===== src/rtl/spi_request_arbiter_if.sv =====
// Requester/engine signal bundle for the SPI request arbiter.
// Latency: none, wires only.
// Backpressure: requesters hold REQ_I until their ACK_O pulse; the engine is handshaked via start/done levels.
interface spi_request_arbiter_if #(
    parameter int NREQ = 3
);
    logic [NREQ-1:0]    REQ_I;
    logic [2*NREQ-1:0]  SEL_I;
    logic [32*NREQ-1:0] DATA_I;
    logic [NREQ-1:0]    ACK_O;
    logic               ERR_O;
    logic [31:0]        RDATA_O;
    logic [NREQ-1:0]    GRANT_O;
    logic               BUSY_O;
    logic               SPI_STAR_O;
    logic [1:0]         SPI_SEL_O;
    logic [31:0]        SPI_DATA_O;
    logic               SPI_DONE_I;
    logic [31:0]        SPI_RDATA_I;

    // Arbiter side.
    modport master (
        input  REQ_I, SEL_I, DATA_I, SPI_DONE_I, SPI_RDATA_I,
        output ACK_O, ERR_O, RDATA_O, GRANT_O, BUSY_O, SPI_STAR_O, SPI_SEL_O, SPI_DATA_O
    );

    // Requesters plus engine side.
    modport slave (
        output REQ_I, SEL_I, DATA_I, SPI_DONE_I, SPI_RDATA_I,
        input  ACK_O, ERR_O, RDATA_O, GRANT_O, BUSY_O, SPI_STAR_O, SPI_SEL_O, SPI_DATA_O
    );
endinterface


===== src/rtl/spi_request_arbiter.sv =====
// Round-robin sharing of one SPI engine among NREQ requesters, with per-phase watchdog.
// Latency: request to grant/start 1 cycle; done falling to ACK_O 1 cycle; at least one idle cycle between transfers.
// Backpressure: one transfer outstanding; other requesters wait holding REQ_I until their ACK_O.
module spi_request_arbiter #(
    parameter int NREQ    = 3,
    parameter int TIMEOUT = 4096
) (
    input  logic                  BOARD_CLOCK,
    input  logic                  RST,
    spi_request_arbiter_if.master bus
);
    localparam int IW = (NREQ > 2) ? $clog2(NREQ) : 1;

    localparam logic [1:0] ST_IDLE    = 2'd0;
    localparam logic [1:0] ST_ISSUE   = 2'd1;
    localparam logic [1:0] ST_RELEASE = 2'd2;
    localparam logic [1:0] ST_ACK     = 2'd3;

    logic [1:0]      state_q, state_d;
    logic [IW-1:0]   last_q, last_d;
    logic [15:0]     wd_q, wd_d;
    logic [NREQ-1:0] grant_q, grant_d;
    logic [NREQ-1:0] ack_q, ack_d;
    logic            err_q, err_d;
    logic [31:0]     rdata_q, rdata_d;
    logic            busy_q, busy_d;
    logic            star_q, star_d;
    logic [1:0]      sel_q, sel_d;
    logic [31:0]     data_q, data_d;

    logic            found;
    logic [IW-1:0]   win;
    logic [IW-1:0]   cand;
    logic [NREQ-1:0] grant_pick;
    logic [1:0]      sel_pick;
    logic [31:0]     data_pick;
    logic            wd_expired;

    assign wd_expired = (wd_q == 16'(TIMEOUT - 1));

    // Winner search starting just after the last owner, then mux its select/command.
    always_comb begin
        found      = 1'b0;
        win        = last_q;
        cand       = last_q;
        grant_pick = '0;
        sel_pick   = '0;
        data_pick  = '0;
        for (int off = 1; off <= NREQ; off++) begin
            cand = IW'((int'(last_q) + off) % NREQ);
            if (!found && bus.REQ_I[cand]) begin
                found = 1'b1;
                win   = cand;
            end
        end
        for (int i = 0; i < NREQ; i++) begin
            if (win == IW'(i)) begin
                grant_pick[i] = 1'b1;
                sel_pick      = bus.SEL_I[2*i +: 2];
                data_pick     = bus.DATA_I[32*i +: 32];
            end
        end
    end

    // Handshake FSM next-state; every output is a register loaded from here.
    always_comb begin
        state_d = state_q;
        last_d  = last_q;
        wd_d    = wd_q;
        grant_d = grant_q;
        ack_d   = '0;
        err_d   = err_q;
        rdata_d = rdata_q;
        busy_d  = busy_q;
        star_d  = star_q;
        sel_d   = sel_q;
        data_d  = data_q;
        case (state_q)
            ST_IDLE: begin
                if (found) begin
                    grant_d = grant_pick;
                    last_d  = win;
                    sel_d   = sel_pick;
                    data_d  = data_pick;
                    wd_d    = '0;
                    star_d  = 1'b1;
                    busy_d  = 1'b1;
                    state_d = ST_ISSUE;
                end
            end
            ST_ISSUE: begin
                // A done arriving on the last watchdog cycle still counts as success.
                if (bus.SPI_DONE_I) begin
                    rdata_d = bus.SPI_RDATA_I;
                    star_d  = 1'b0;
                    wd_d    = '0;
                    state_d = ST_RELEASE;
                end else if (wd_expired) begin
                    star_d  = 1'b0;
                    err_d   = 1'b1;
                    ack_d   = grant_q;
                    state_d = ST_ACK;
                end else begin
                    wd_d = wd_q + 16'd1;
                end
            end
            ST_RELEASE: begin
                if (!bus.SPI_DONE_I) begin
                    err_d   = 1'b0;
                    ack_d   = grant_q;
                    state_d = ST_ACK;
                end else if (wd_expired) begin
                    err_d   = 1'b1;
                    ack_d   = grant_q;
                    state_d = ST_ACK;
                end else begin
                    wd_d = wd_q + 16'd1;
                end
            end
            default: begin
                grant_d = '0;
                busy_d  = 1'b0;
                state_d = ST_IDLE;
            end
        endcase
    end

    // State registers with synchronous reset; an aborted transfer is never acknowledged.
    always_ff @(posedge BOARD_CLOCK) begin
        if (RST) begin
            state_q <= ST_IDLE;
            last_q  <= IW'(NREQ - 1);
            wd_q    <= '0;
            grant_q <= '0;
            ack_q   <= '0;
            err_q   <= 1'b0;
            rdata_q <= '0;
            busy_q  <= 1'b0;
            star_q  <= 1'b0;
            sel_q   <= '0;
            data_q  <= '0;
        end else begin
            state_q <= state_d;
            last_q  <= last_d;
            wd_q    <= wd_d;
            grant_q <= grant_d;
            ack_q   <= ack_d;
            err_q   <= err_d;
            rdata_q <= rdata_d;
            busy_q  <= busy_d;
            star_q  <= star_d;
            sel_q   <= sel_d;
            data_q  <= data_d;
        end
    end

    assign bus.ACK_O      = ack_q;
    assign bus.ERR_O      = err_q;
    assign bus.RDATA_O    = rdata_q;
    assign bus.GRANT_O    = grant_q;
    assign bus.BUSY_O     = busy_q;
    assign bus.SPI_STAR_O = star_q;
    assign bus.SPI_SEL_O  = sel_q;
    assign bus.SPI_DATA_O = data_q;
endmodule


===== src/flat_wrapper.sv =====
// flat-port wrapper written by rule: the top's interface ports become plain ports
module spi_request_arbiter_flat 
#(
    parameter int NREQ    = 3,
    parameter int TIMEOUT = 4096
)
  (BOARD_CLOCK, RST, bus_REQ_I, bus_SEL_I, bus_DATA_I, bus_SPI_DONE_I, bus_SPI_RDATA_I, bus_ACK_O, bus_ERR_O, bus_RDATA_O, bus_GRANT_O, bus_BUSY_O, bus_SPI_STAR_O, bus_SPI_SEL_O, bus_SPI_DATA_O);
  spi_request_arbiter_if #(.NREQ(NREQ)) bus_i ();
  input  logic BOARD_CLOCK;
  input  logic RST;
  input wire logic [$bits(bus_i.REQ_I)-1:0] bus_REQ_I;
  input wire logic [$bits(bus_i.SEL_I)-1:0] bus_SEL_I;
  input wire logic [$bits(bus_i.DATA_I)-1:0] bus_DATA_I;
  input wire logic [$bits(bus_i.SPI_DONE_I)-1:0] bus_SPI_DONE_I;
  input wire logic [$bits(bus_i.SPI_RDATA_I)-1:0] bus_SPI_RDATA_I;
  output wire logic [$bits(bus_i.ACK_O)-1:0] bus_ACK_O;
  output wire logic [$bits(bus_i.ERR_O)-1:0] bus_ERR_O;
  output wire logic [$bits(bus_i.RDATA_O)-1:0] bus_RDATA_O;
  output wire logic [$bits(bus_i.GRANT_O)-1:0] bus_GRANT_O;
  output wire logic [$bits(bus_i.BUSY_O)-1:0] bus_BUSY_O;
  output wire logic [$bits(bus_i.SPI_STAR_O)-1:0] bus_SPI_STAR_O;
  output wire logic [$bits(bus_i.SPI_SEL_O)-1:0] bus_SPI_SEL_O;
  output wire logic [$bits(bus_i.SPI_DATA_O)-1:0] bus_SPI_DATA_O;
  assign bus_i.REQ_I = bus_REQ_I;
  assign bus_i.SEL_I = bus_SEL_I;
  assign bus_i.DATA_I = bus_DATA_I;
  assign bus_i.SPI_DONE_I = bus_SPI_DONE_I;
  assign bus_i.SPI_RDATA_I = bus_SPI_RDATA_I;
  assign bus_ACK_O = bus_i.ACK_O;
  assign bus_ERR_O = bus_i.ERR_O;
  assign bus_RDATA_O = bus_i.RDATA_O;
  assign bus_GRANT_O = bus_i.GRANT_O;
  assign bus_BUSY_O = bus_i.BUSY_O;
  assign bus_SPI_STAR_O = bus_i.SPI_STAR_O;
  assign bus_SPI_SEL_O = bus_i.SPI_SEL_O;
  assign bus_SPI_DATA_O = bus_i.SPI_DATA_O;
  spi_request_arbiter #(.NREQ(NREQ), .TIMEOUT(TIMEOUT)) u_core (.BOARD_CLOCK(BOARD_CLOCK), .RST(RST), .bus(bus_i));
endmodule

===== config.mk =====
export PLATFORM = sky130hd
export DESIGN_NAME = spi_request_arbiter_flat
export DESIGN_NICKNAME = d
export VERILOG_FILES = /design/src/rtl/spi_request_arbiter_if.sv /design/src/rtl/spi_request_arbiter.sv /design/src/flat_wrapper.sv
export SDC_FILE = /design/constraint.sdc
export NUM_CORES = 1
export LEC_CHECK = 0
export ABC_CLOCK_PERIOD_IN_PS = 5800
export CORE_MARGIN = 2
export CORE_UTILIZATION = 47
export CTS_BUF_LIST = sky130_fd_sc_hd__clkbuf_8
export DETAILED_ROUTE_END_ITERATION = 8
export GPL_TIMING_DRIVEN = 0
export PLACE_DENSITY = 0.95
export SKIP_LAST_GASP = 1
export SLEW_MARGIN = 0
export SYNTH_ARGS = -nofsm -noshare
export SYNTH_HDL_FRONTEND = slang
export SYNTH_SLANG_ARGS = --single-unit

===== constraint.sdc =====
create_clock -name BOARD_CLOCK -period 5.8 [get_ports BOARD_CLOCK]
set_input_delay 0.58 -clock BOARD_CLOCK [delete_from_list [all_inputs] [get_ports BOARD_CLOCK]]
set_output_delay 0.58 -clock BOARD_CLOCK [all_outputs]
set_load 0.02 [all_outputs]

# Word level (Yosys, flattened, before mapping)
# Index checks and enable logic that the tools add are counted.
# classes
n_addsub	4
div_mod_pow	3
magnitude_cmp	3
eq_ne	9
mux	46
n_bitwise	1
n_reduce_logical	16
# op_table
cell	count
remainder unit 32 x 3 -> 32 bit, second input constant	3
2-to-1 mux 32 bit	3
2-to-1 mux 16 bit	4
case mux 16 bit (3 select lines)	1
2-to-1 mux 2 bit	10
adder 16 x 1 -> 16 bit, second input constant	1
equality test 16 x 12 -> 1 bit, second input constant	1
2-to-1 mux 1 bit	15
2-to-1 mux 3 bit	4
case mux 3 bit (2 select lines)	2
< comparator 2 x 3 -> 1 bit, second input constant	3
AND reduction 2 bit	4
adder 2 x 2 -> 3 bit, second input constant	2
binary-select mux 1 bit (select 2 bit)	3
case mux 1 bit (2 select lines)	3
case mux 2 bit (3 select lines)	1
AND reduction 3 bit	2
equality test 2 x 1 -> 1 bit, second input constant	2
equality test 2 bit, second input constant	2
logical NOT 2 bit	2
!= test 2 bit, second input constant	2
nonzero test 2 bit	2
adder 2 x 1 -> 3 bit, second input constant	1
!= test 3 x 2 -> 1 bit, second input constant	1
6 further kinds	8
# word_totals
register_bits	95
inputBits	140
output_inout_bits	75
wordCells	93

# Logic depth before layout (Yosys ltp)
# Gate-level depths: netlist of run 1.
# depth
ltp_word	15
ltp_mapped	12
depth_no_buf	8

# Least setup slack after synthesis of run 1
# No wires, ideal clock.
# synth_path
path_kind	register -> register
start	reg u_core.last_q[0]
end	reg u_core.wd_q[1]
setup_time_ns	0.128
t_arrival_ns	2.294
required_time_ns	5.672
setup_slack_ns	3.378
stages_incl_launch_ff	10
path_buffers	1
period_less_slack_ns	2.422
cell_sequence	dfxtp_1 -> inv_1 -> ha_1 -> maj3_2 -> a221o_2 -> and2_1 -> buf_4 -> nor3_2 -> mux2i_1 -> nor2_1
# synth_between
elab_chain_cells	13
word_cells_on_any_way	21
classes_between	3 x add/sub; 3 x div; 1 x eq/ne; 9 x mux; 5 x reduce/logical
# synth_lines
element	line	source
start: declaration	spi_request_arbiter.sv:20	logic [IW-1:0] last_q, last_d;
start signal: assignment	spi_request_arbiter.sv:132	last_q <= IW'(NREQ - 1);
start signal: assignment	spi_request_arbiter.sv:144	last_q <= last_d;
adder 2 x 1 -> 3 bit	spi_request_arbiter.sv:50	cand = IW'((int'(last_q) + off) % NREQ);
remainder unit 32 x 3 -> 32 bit	spi_request_arbiter.sv:50	
binary-select mux 1 bit (select 2 bit)	spi_request_arbiter.sv:51	if (!found && bus.REQ_I[cand]) begin
2-to-1 mux 1 bit (not written as such)	spi_request_arbiter.sv:51	
2-to-1 mux 1 bit	spi_request_arbiter.sv:51	
logical NOT 1 bit	spi_request_arbiter.sv:51	
logical AND 1 bit	spi_request_arbiter.sv:51	
2-to-1 mux 1 bit	spi_request_arbiter.sv:51	
logical NOT 1 bit	spi_request_arbiter.sv:51	
logical AND 1 bit	spi_request_arbiter.sv:51	
2-to-1 mux 1 bit (*)	spi_request_arbiter.sv:51	
!= test 2 x 1 -> 1 bit (no source line) (*)	-	
AND reduction 3 bit (no source line) (*)	-	
end signal: assignment	spi_request_arbiter.sv:145	wd_q <= wd_d;
end: declaration	spi_request_arbiter.sv:21	logic [15:0] wd_q, wd_d;
# Every way passes the cells marked *; elsewhere a longest branch is shown, timed or not. The select of a mux whose other input is x is not followed.
# A chain may end at the register's enable or synchronous reset.

# Worst setup path after layout of run 1
# layout_path
start	reg u_core.last_q[0]
end	reg u_core.data_q[21], in the netlist u_core.bus.SPI_DATA_O[21]
# layout_between
elab_chain_cells	15
word_cells_on_any_way	29
classes_between	3 x add/sub; 3 x div; 2 x eq/ne; 15 x mux; 6 x reduce/logical
# layout_lines
element	line	source
adder 2 x 1 -> 3 bit	spi_request_arbiter.sv:50	
remainder unit 32 x 3 -> 32 bit	spi_request_arbiter.sv:50	
binary-select mux 1 bit (select 2 bit)	spi_request_arbiter.sv:51	
2-to-1 mux 1 bit (not written as such)	spi_request_arbiter.sv:51	
2-to-1 mux 1 bit	spi_request_arbiter.sv:51	
logical NOT 1 bit	spi_request_arbiter.sv:51	
logical AND 1 bit	spi_request_arbiter.sv:51	
2-to-1 mux 1 bit	spi_request_arbiter.sv:51	
logical NOT 1 bit	spi_request_arbiter.sv:51	
logical AND 1 bit	spi_request_arbiter.sv:51	
2-to-1 mux 2 bit	spi_request_arbiter.sv:51	
logical NOT 2 bit	spi_request_arbiter.sv:57	if (win == IW'(i)) begin
2-to-1 mux 32 bit (3 in series)	spi_request_arbiter.sv:57	
end signal: assignment	spi_request_arbiter.sv:153	data_q <= data_d;
end: declaration	spi_request_arbiter.sv:29	logic [31:0] data_q, data_d;
# Several ways; a longest one is shown, not always the timed one. The select of a mux whose other input is x is not followed.

==> results of run 1 <==
cell usage after synthesis (3+ instances only):
cell and count:
buf_2 12, and2_1 9, o221ai_2 20, nand4_1 6, o21ai_0 9, nor4_2 3, mux2i_1 35, nand3_1 58
buf_4 3, xor2_1 4, o221ai_1 4, o21ai_1 10, xnor2_1 9, clkbuf_1 23, a31oi_1 3, nand2_1 78
nand2b_1 8, a32oi_1 10, nor2_1 28, buf_6 4, ha_1 8, nor2b_1 3, inv_1 10, dfxtp_1 95
nand3b_1 3, a21oi_1 40, nor3_1 3, and3_1 4, o22ai_1 3
power breakdown:
part	leakage [nW]	internal, mW	switching, mW	total (mW)
Clock	0.0849	0.169	0.242	0.411
Combinational	1.73	0.713	0.987	1.70
Sequential	0.776	0.785	0.0808	0.866
area by class of cell:
cell class,instances,area [µm²]
plain buffers,43,218
clock buffers,10,138
clock inverters,6,45.0
fillers,670,2560
inverters,11,41.3
multi-input cells,393,2630
flip-flops and latches,95,1900
well taps,133,166
repair buffers,212,2120
cell families after synthesis:
family	count (synthesis)	synth area share
adder cells (fa/ha/maj)	9	0.0233
XOR/XNOR	13	0.0238
flip-flops	95	0.397
AO/OA/AOI/OAI	120	0.204
AND/OR/NAND/NOR	215	0.222
buffers and inverters	54	0.0541
multiplexers	36	0.0755
placed cells by master (no fill, tap or decap), types with 9 or more instances in the layout:
master             n
and2_1             9
xnor2_1            9
dfxtp_1           95
inv_1             10
o21ai_0            9
nand2_1           78
a32oi_1           10
clkbuf_8          10
clkdlybuf4s50_1  212
a21oi_1           40
clkbuf_1          23
nor2_1            28
buf_2             12
mux2i_1           35
o21ai_1           10
nand3_1           58
o221ai_2          20
per-layer routing:
| layer | GRT usage | routed length [µm] |
|---|---|---|
| met4 | 0.136 | 752 |
| met5 | 0 | 0 |
| met2 | 0.544 | 8460 |
| met3 | 0.0898 | 1360 |
| met1 | 0.302 | 6020 |
sequential cells by signal, summed over array words and instances, names as in the netlist:
register and cells:
u_core.wd_q 16, u_core.bus.ERR_O 1, u_core.bus.SPI_STAR_O 1, u_core.bus.RDATA_O 32, u_core.state_q 2, u_core.bus.SPI_SEL_O 2
u_core.last_q 2, u_core.bus.ACK_O 3, u_core.bus.GRANT_O 3, u_core.bus.BUSY_O 1, u_core.bus.SPI_DATA_O 32
final timing paths:
| path | from | endpoint | slack [ns] | cells after the start |
|---|---|---|---|---|
| setup / recovery | u_core.last_q[0] | u_core.bus.SPI_DATA_O[21] | 2.75 | 10 |
| hold / removal | u_core.bus.RDATA_O[2] | u_core.bus.RDATA_O[2] | 0.46 | 2 |
| setup reg to reg | u_core.last_q[0] | u_core.bus.SPI_DATA_O[21] | 2.75 | 10 |
| hold reg to reg | u_core.bus.RDATA_O[2] | u_core.bus.RDATA_O[2] | 0.46 | 2 |
through the flow:
| stage | instance area, µm² | worst slack [ns] |
|---|---|---|
| floorplan | 4790 | 3.38 |
| global placement | 7080 | 2.68 |
| detailed placement | 7080 | 2.65 |
| CTS | 7260 | 2.79 |
| global route | 7260 | 2.57 |
| finish | 7260 | 2.75 |
worst max-delay path, cell delays in order, from the launching register on:
cell and delay, ns:
dfxtp_1 0.39, inv_1 0.08, ha_1 0.38, clkbuf_1 0.24
a211oi_1 0.36, o21ai_0 0.15, a21oi_1 0.25, buf_4 0.26
buf_2 0.32, mux2i_1 0.36, o221ai_2 0.13
==> reports/metrics.csv, run 1 <==
stage,metric,value,unit
cts,Num CTS Buffers,9,
cts,cts repair resizes,0,
cts,Clock Latency Late Sink,0.37,ns
global_routing,GRT overflow,0,
global_routing,number of global-route vias before repair,5366,
worst_hold_path,Hold Crit Class,flip-flop to flip-flop,
sta,FMAX,0.327,GHz
cts,H-tree levels,3,
setup_path,Setup CP Type,flip-flop to flip-flop,
drt,First-pass DRT Iterations,8,
cells_and_area,final cell count without fillers,903,
synth,register bit total from synthesis,95,
power,VDD IR-drop max,0.218,mV
setup_path,nature of the critical path startpoint,flip-flop,
global_routing,first-pass GRT wire length,26300,µm
drt,vias per std cell,5.78,
synth,unique cell type count in the Yosys netlist,58,
synth,top post-synthesis cells by area,"dfxtp_1 40%, mux2i_1 7.3%, o221ai_2 6.3%",
synth,register area share after synthesis,0.397,
die,Ports,215,
power,total power draw,2.98,mW
die,Core Region,0.00982,mm²
cells_and_area,"Core Util, Final",0.739,
synth,Mapped Area,0.00479,mm²
place,IO Port Bufs,212,
setup_path,CP Max Fanout,10,
sta,final hold vios,0,
sta,Setup TNS Final,0,ns
die,Initial Util,0.488,
synth,number of enable flip-flop cells after synthesis,0,
place,post-DP HPWL,12900,µm
synth,Post-synth top flop,dfxtp_1,
sta,Max Slew Vio Count,0,
die,die area,0.0110,mm²
sta,Final period util,0.527,
setup_path,arrival time worst endpoint,3.31,ns
global_routing,largest net degree at the start of global routing,17,
drt,Post-route DRC,0,
status,status,"finished, final reports clean",
cts,cts hold-fix bufs,0,
power,pwr dens,410,mW/mm²
cells_and_area,proportion of layout cells with a drive suffix above 1,0.0909,
cts,Clock transition at path regs,0.10,ns
drt,via count,5217,
drt,1st-iter DRT viols,401,
drt,DRT antenna net count,0,
setup_path,crit end category,flip-flop,
cts,CTS sink count,95,
power,Leak Pwr,2.59,nW
cells_and_area,antenna fix cells,0,
synth,"area leader, netlist",dfxtp_1,
cts,CTS tree,done,
cts,clk root buf,clkbuf_8,
global_routing,gr usage total,0.295,
setup_path,CP required,6.05,ns
cts,clk buf depth,2,
cells_and_area,nets,913,
synth,top cell type's share of synthesized area,0.397,
synth,Synth Instances,542,
synth,Synth Net Count,690,
place,Placed Cells incl. Taps,887,
global_routing,initial antenna violation count,0,
sta,post-layout minimum cycle time,3.05,ns
die,Die X-Extent,105,µm
cells_and_area,area delta synth->final,51.6,%
sta,hold slack,0.459,ns
place,GP Congestion,0.941,
die,FP Rows,36,
sta,final-report setup violation count,0,
synth,Syn Area/Cell,8.83,µm²
synth,YS warnings,0,
synth,asr flop ratio synth,0,
sta,Worst-Margin Slew,0.776,ns
drt,routed wire length,16600,µm
sta,clk_skew,0.0149,ns
die,die height,105,µm
cts,post-CTS setup buffers,0,
sta,Slew headroom,0.481,
drt,wire per inst,18.4,µm
sta,RSZ-0062 raised after global routing,no,
flow_run,MaxCap Viol Count,0,
No activity file was read; power rests on OpenSTA's default activity.
==> inputs of run 2 (changes only) <==
Settings changed: ABC_CLOCK_PERIOD_IN_PS 5800 to 3100, CORE_UTILIZATION 47 to 43, PLACE_DENSITY 0.95 to 0.88.
Clock period 5.8 ns to 3.1 ns, I/O delays scaled along.
==> run 2 against run 1 <==
  * Final area grew 0.84%
  * Hold slack improved by 0.00086 ns
  * Routed wire length shrank 7.6%
  * First-iteration DRC count fell by 15%
  * Sequential share of layout area decreased by 0.22 points
==> reports/metrics.csv, run 2 (synthesis results as in run 1) <==
stage,metric,value,unit
cts,Num CTS Buffers,9,
status,status,"finished, final reports clean",
power,cell internal pwr,3.29,mW
setup_path,Setup CP Type,flip-flop to flip-flop,
drt,vias per std cell,5.50,
cts,cts repair resizes,0,
setup_path,Worst R2R Start,u_core.last_q[0],
sta,post-layout minimum cycle time,2.83,ns
setup_path,Critical Path Sink,u_core.bus.SPI_DATA_O[12],
worst_hold_path,Hold Crit Class,flip-flop to flip-flop,
global_routing,M3 GR Usage,0.0611,
flow_run,MaxCap Viol Count,0,
setup_path,nature of the critical path startpoint,flip-flop,
cells_and_area,antenna fix cells,0,
die,Ports,215,
cells_and_area,area delta synth->final,52.9,%
cells_and_area,number of fill cells,843,
cells_and_area,"Core Util, Final",0.675,
power,register share of total power,0.286,
sta,Slew headroom,0.529,
cts,clk buf depth,2,
worst_hold_path,Hold Path Depth,2,
sta,Setup TNS Final,0,ns
place,post-DP HPWL,12000,µm
cells_and_area,most frequent cells in the layout,"212 x clkdlybuf4s50_1, 95 x dfxtp_1, 78 x nand2_1, 58 x nand3_1, 40 x a21oi_1",
cts,Clock transition at path regs,0.09,ns
cts,clk root buf,clkbuf_8,
sta,final-report setup violation count,0,
setup_path,Critical Path Source,u_core.last_q[0],
sta,clk_skew,0.0101,ns
sta,RSZ-0062 raised after global routing,no,
power,sw frac,0.420,
cts,H-tree levels,3,
global_routing,GR Util met1,0.277,
place,IO Port Bufs,212,
cells_and_area,proportion of layout cells with a drive suffix above 1,0.0909,
setup_path,CP required,3.35,ns
global_routing,first-pass GRT wire length,23600,µm
die,Initial Util,0.442,
drt,via count,5009,
sta,FMAX,0.354,GHz
die,FP Rows,38,
power,net switching power,2.38,mW
die,Die X-Extent,110,µm
cells_and_area,FF+latch area,0.00190,mm²
cts,Clock Latency Late Sink,0.37,ns
place,GP Congestion,0.886,
setup_path,Worst Reg-to-Reg Cells,10,
setup_path,crit end category,flip-flop,
power,Clk pwr share,0.169,
sta,hold slack,0.460,ns
drt,routed wire length,15300,µm
global_routing,GRT overflow,0,
global_routing,met2 Use GR,0.456,
power,pwr dens,775,mW/mm²
cells_and_area,nets,913,
power,Leak Pwr,2.63,nW
drt,First-pass DRT Iterations,5,
global_routing,gr usage total,0.247,
drt,wire per inst,16.9,µm
sta,final hold vios,0,
global_routing,number of global-route vias before repair,4942,
global_routing,initial antenna violation count,0,
die,Core Region,0.0108,mm²
cells_and_area,"commonest non-fill, non-tap cell in the layout",clkdlybuf4s50_1,
sta,Worst-Margin Slew,0.704,ns
drt,1st-iter DRT viols,339,
cts,CTS tree,done,
sta,Final period util,0.912,
power,VDD IR-drop max,0.454,mV
setup_path,Reg2Reg Setup Slack,0.27,ns
power,combinational power share,0.546,
drt,DRT antenna net count,0,
cts,post-CTS setup buffers,0,
setup_path,CP Max Fanout,10,
setup_path,arrival time worst endpoint,3.08,ns
global_routing,largest net degree at the start of global routing,18,
cts,CTS sink count,95,
drt,Post-route DRC,0,
die,die height,110,µm
global_routing,busiest grt layer,met2,
cells_and_area,Multi-input gate area,0.00263,mm²
setup_path,FF-to-FF End,u_core.bus.SPI_DATA_O[12],
die,die area,0.0120,mm²
sta,Max Slew Vio Count,0,
cts,cts hold-fix bufs,0,
## run 2: cell types whose count changed in the layout (fill, tap and decap cells not counted), sizes merged
cell / delta
clkinvlp: -3
bufinv: +2
inv: +2
clkinv: -1
## run 2: worst min-delay path by stage
stage | from | to | slack [ns]
floorplan | bus_SPI_RDATA_I[0] | u_core.bus.RDATA_O[0] | 0.45
global placement | u_core.bus.RDATA_O[30] | u_core.bus.RDATA_O[30] | 0.44
detailed placement | u_core.bus.RDATA_O[12] | u_core.bus.RDATA_O[12] | 0.45
CTS | u_core.bus.RDATA_O[12] | u_core.bus.RDATA_O[12] | 0.46
global route | bus_SPI_RDATA_I[31] | u_core.bus.RDATA_O[31] | 0.47
finish | u_core.bus.RDATA_O[25] | u_core.bus.RDATA_O[25] | 0.46
## run 2: final cells by class
type,count,share of cell area
buffer,43,0.0297
multi-input combinational,393,0.359
inverter,11,0.00564
tap,140,0.0239
clock buffer,10,0.0188
clock inverter,6,0.0133
sequential,95,0.260
timing repair buffer,212,0.290
## run 2: worst max-delay path: stages (launching register included)
cell and delay, ns:
dfxtp_1 0.36, inv_1 0.06, ha_1 0.38, clkbuf_1 0.32, nand3_1 0.14, a211oi_1 0.25
a31o_2 0.21, buf_2 0.30, buf_2 0.32, mux2i_1 0.28, o21ai_1 0.08
## run 2: power groups by stage
stage	clock network (mW)	logic, mW	registers (mW)
detailed placement	0	3.07	1.64
CTS	0.972	3.09	1.62
global placement	0	2.99	1.63
finish	0.958	3.09	1.62
floorplan	0	1.77	1.87
global route	1.03	3.33	1.65
## run 2: metrics by stage
step	total power [mW]	instance area, µm²	setup WS (ns)	cells
after floorplan	3.65	4790	0.678	542
after global placement	4.62	7080	0.237	894
after detailed placement	4.71	7080	0.165	894
after CTS	5.67	7320	0.282	910
after global routing	6.00	7320	0.0393	910
final	5.67	7320	0.274	910
## run 2: layer usage
layer	wire [µm]	share of wire	vias up
li1	-	-	2412
met1	5860	0.38	2362
met2	7760	0.51	205
met3	1310	0.085	30
met4	400	0.026	0
met5	0	0	-
==> inputs of run 3 (changes only) <==
Settings changed: ABC_AREA set to 1, CORE_UTILIZATION 43 to 44.
==> run 3 against run 2 <==
  * Sequential power grew 5%
  * Combinational power grew 89%
  * Cell count grew 26%
  * Hold slack lost 0.099 ns
  * Critical path depth grew 4
==> reports/metrics.csv, run 3 <==
stage,metric,value,unit
power,Leak Pwr,3.20,nW
sta,Max Slew Vio Count,0,
synth,unique cell type count in the Yosys netlist,31,
cts,clk root buf,clkbuf_8,
setup_path,slowest cell on the critical path,dfxtp_1,
drt,DRT antenna net count,0,
setup_path,"delay-heaviest family, CP",simple AND/OR/NAND/NOR gates,
die,die area,0.0124,mm²
synth,top post-synthesis cells by area,"dfxtp_1 37%, nand2_1 12%, nand3_1 7.8%",
cts,clk buf depth,2,
sta,Slew headroom,0.618,
sta,final hold vios,0,
cts,H-tree levels,3,
synth,Syn Area/Cell,6.59,µm²
synth,Mapped Area,0.00508,mm²
setup_path,crit end category,flip-flop,
drt,routed wire length,15300,µm
sta,Final period util,0.780,
place,IO Port Bufs,213,
synth,most instantiated library cell after synthesis,nand2_1,
drt,1st-iter DRT viols,390,
cts,Num CTS Buffers,9,
synth,Synth Instances,771,
global_routing,largest net degree at the start of global routing,20,
worst_hold_path,Hold Crit Class,input pin to flip-flop,
sta,FMAX,0.413,GHz
drt,Post-route DRC,0,
setup_path,Worst path max stage delay,0.41,ns
cts,Clock Latency Late Sink,0.38,ns
die,Ports,215,
synth,Post-synth top flop,dfxtp_1,
sta,final setup margin,0.681,ns
global_routing,initial antenna violation count,0,
setup_path,arrival time worst endpoint,2.70,ns
die,Die X-Extent,111,µm
power,pwr dens,1100,mW/mm²
global_routing,first-pass GRT wire length,24500,µm
die,Core Region,0.0113,mm²
drt,wire per inst,13.4,µm
sta,Worst-Margin Slew,0.573,ns
status,status,"finished, final reports clean",
sta,post-layout minimum cycle time,2.42,ns
cts,Clock transition at path regs,0.11,ns
sta,final-report setup violation count,0,
global_routing,gr usage total,0.239,
cells_and_area,proportion of layout cells with a drive suffix above 1,0.0650,
flow_run,MaxCap Viol Count,0,
place,post-DP HPWL,11900,µm
cells_and_area,final cell count without fillers,1143,
synth,top cell type's share of synthesized area,0.374,
synth,Synth top cells by count,"168 x nand2_1, 99 x nor2_1, 95 x dfxtp_1",
place,Placed Cells incl. Taps,1127,
drt,First-pass DRT Iterations,5,
cts,CTS sink count,95,
synth,register area share after synthesis,0.374,
synth,YS warnings,0,
cts,CTS tree,done,
setup_path,nature of the critical path startpoint,flip-flop,
setup_path,Worst R2R Start,u_core.last_q[0],
synth,register bit total from synthesis,95,
setup_path,Setup CP Type,flip-flop to flip-flop,
global_routing,GRT overflow,0,
cells_and_area,antenna fix cells,0,
cells_and_area,nets,1143,
place,dpl ws,0.676,ns
synth,number of enable flip-flop cells after synthesis,0,
synth,Synth Net Count,919,
drt,vias per std cell,5.04,
worst_hold_path,Worst Hold Launch,RST,
global_routing,number of global-route vias before repair,5245,
cells_and_area,area delta synth->final,49.4,%
die,FP Rows,39,
sta,RSZ-0062 raised after global routing,no,
setup_path,Critical Path Source,u_core.last_q[0],
cts,post-CTS setup buffers,0,
cts,cts hold-fix bufs,0,
drt,via count,5765,
cells_and_area,most frequent cells in the layout,"213 x clkdlybuf4s50_1, 168 x nand2_1, 99 x nor2_1, 95 x dfxtp_1, 79 x nand3_1",
setup_path,CP Max Fanout,10,
setup_path,CP required,3.38,ns
synth,"area leader, netlist",dfxtp_1,
place,GP Congestion,0.864,
sta,clk_skew,0.0136,ns
setup_path,crit path cell chain,inv_1 -> ha_1 -> inv_2 -> nand2_1 -> nand3_1 -> nand2_2 -> nand3_2 -> nand2_1 -> o21ai_2 -> buf_6 -> buf_2 -> nand3b_1 -> nand3_1 -> a21oi_1,
setup_path,Crit path buffers/inverters,4,
die,die height,111,µm
power,VDD IR-drop max,0.904,mV
sta,Setup TNS Final,0,ns
cts,cts repair resizes,0,
synth,asr flop ratio synth,0,
cells_and_area,"commonest non-fill, non-tap cell in the layout",clkdlybuf4s50_1,
die,Initial Util,0.449,
run 3: cell types whose count changed in the layout (fill, tap and decap cells not counted), moves of 8 or more:
cell	previous run	this run
o21ai_1	10	19
o221ai_2	20	0
a21oi_1	40	55
and2_1	9	0
inv_2	0	9
mux2i_1	35	0
nand3b_1	3	21
a32oi_1	10	0
inv_1	10	76
nand3_1	58	79
nand2_1	78	168
nand2b_1	8	0
o21ai_0	9	63
nor2_1	28	99
run 3: logic make-up after synthesis:
| family | synth area share |
|---|---|
| compound gates | 0.144 |
| xor+xnor | 0.00689 |
| fa+ha+maj | 0.0197 |
| buf+inv | 0.111 |
| flops | 0.374 |
| simple gates | 0.344 |
run 3: through the flow:
| step | util | hold WS, ns | cell area [µm²] | power [mW] |
|---|---|---|---|---|
| global placement | 0.653 | 0.429 | 7390 | 7.41 |
| CTS | 0.671 | 0.342 | 7590 | 8.35 |
| finish | 0.671 | 0.361 | 7590 | 8.37 |
| detailed placement | 0.653 | 0.440 | 7390 | 7.51 |
| global route | 0.671 | 0.396 | 7590 | 9.09 |
| floorplan | - | 0.421 | 5080 | 5.79 |
run 3: layout make-up:
type                            instances  area [µm²]
Fill cell                             976        3730
Multi-Input combinational cell        548        2620
Timing Repair Buffer                  213        2130
Sequential cell                        95        1900
Inverter                               85         319
Buffer                                 43         244
Tap cell                              143         179
Clock buffer                            9         124
Clock inverter                          7        77.6
run 3: power by group:
part           leakage, nW  switching [mW]  internal (mW)
clock               0.0979           0.518          0.318
sequential           0.779           0.160           1.54
combinational         2.33            3.61           2.22
run 3: final timing paths:
kind,to,slack [ns],depth (start not counted)
worst max-delay path,u_core.bus.SPI_DATA_O[7],0.68,14
worst min-delay path,u_core.bus.GRANT_O[2],0.36,2
worst max register to register,u_core.bus.SPI_DATA_O[7],0.68,14
worst min register to register,u_core.wd_q[11],0.45,2
run 3: layer usage:
metal,GRT usage,up-vias,part of all wire
li1,-,2928,-
met1,0.280,2563,0.41
met2,0.416,243,0.47
met3,0.0648,31,0.091
met4,0.0979,0,0.026
met5,0,-,0
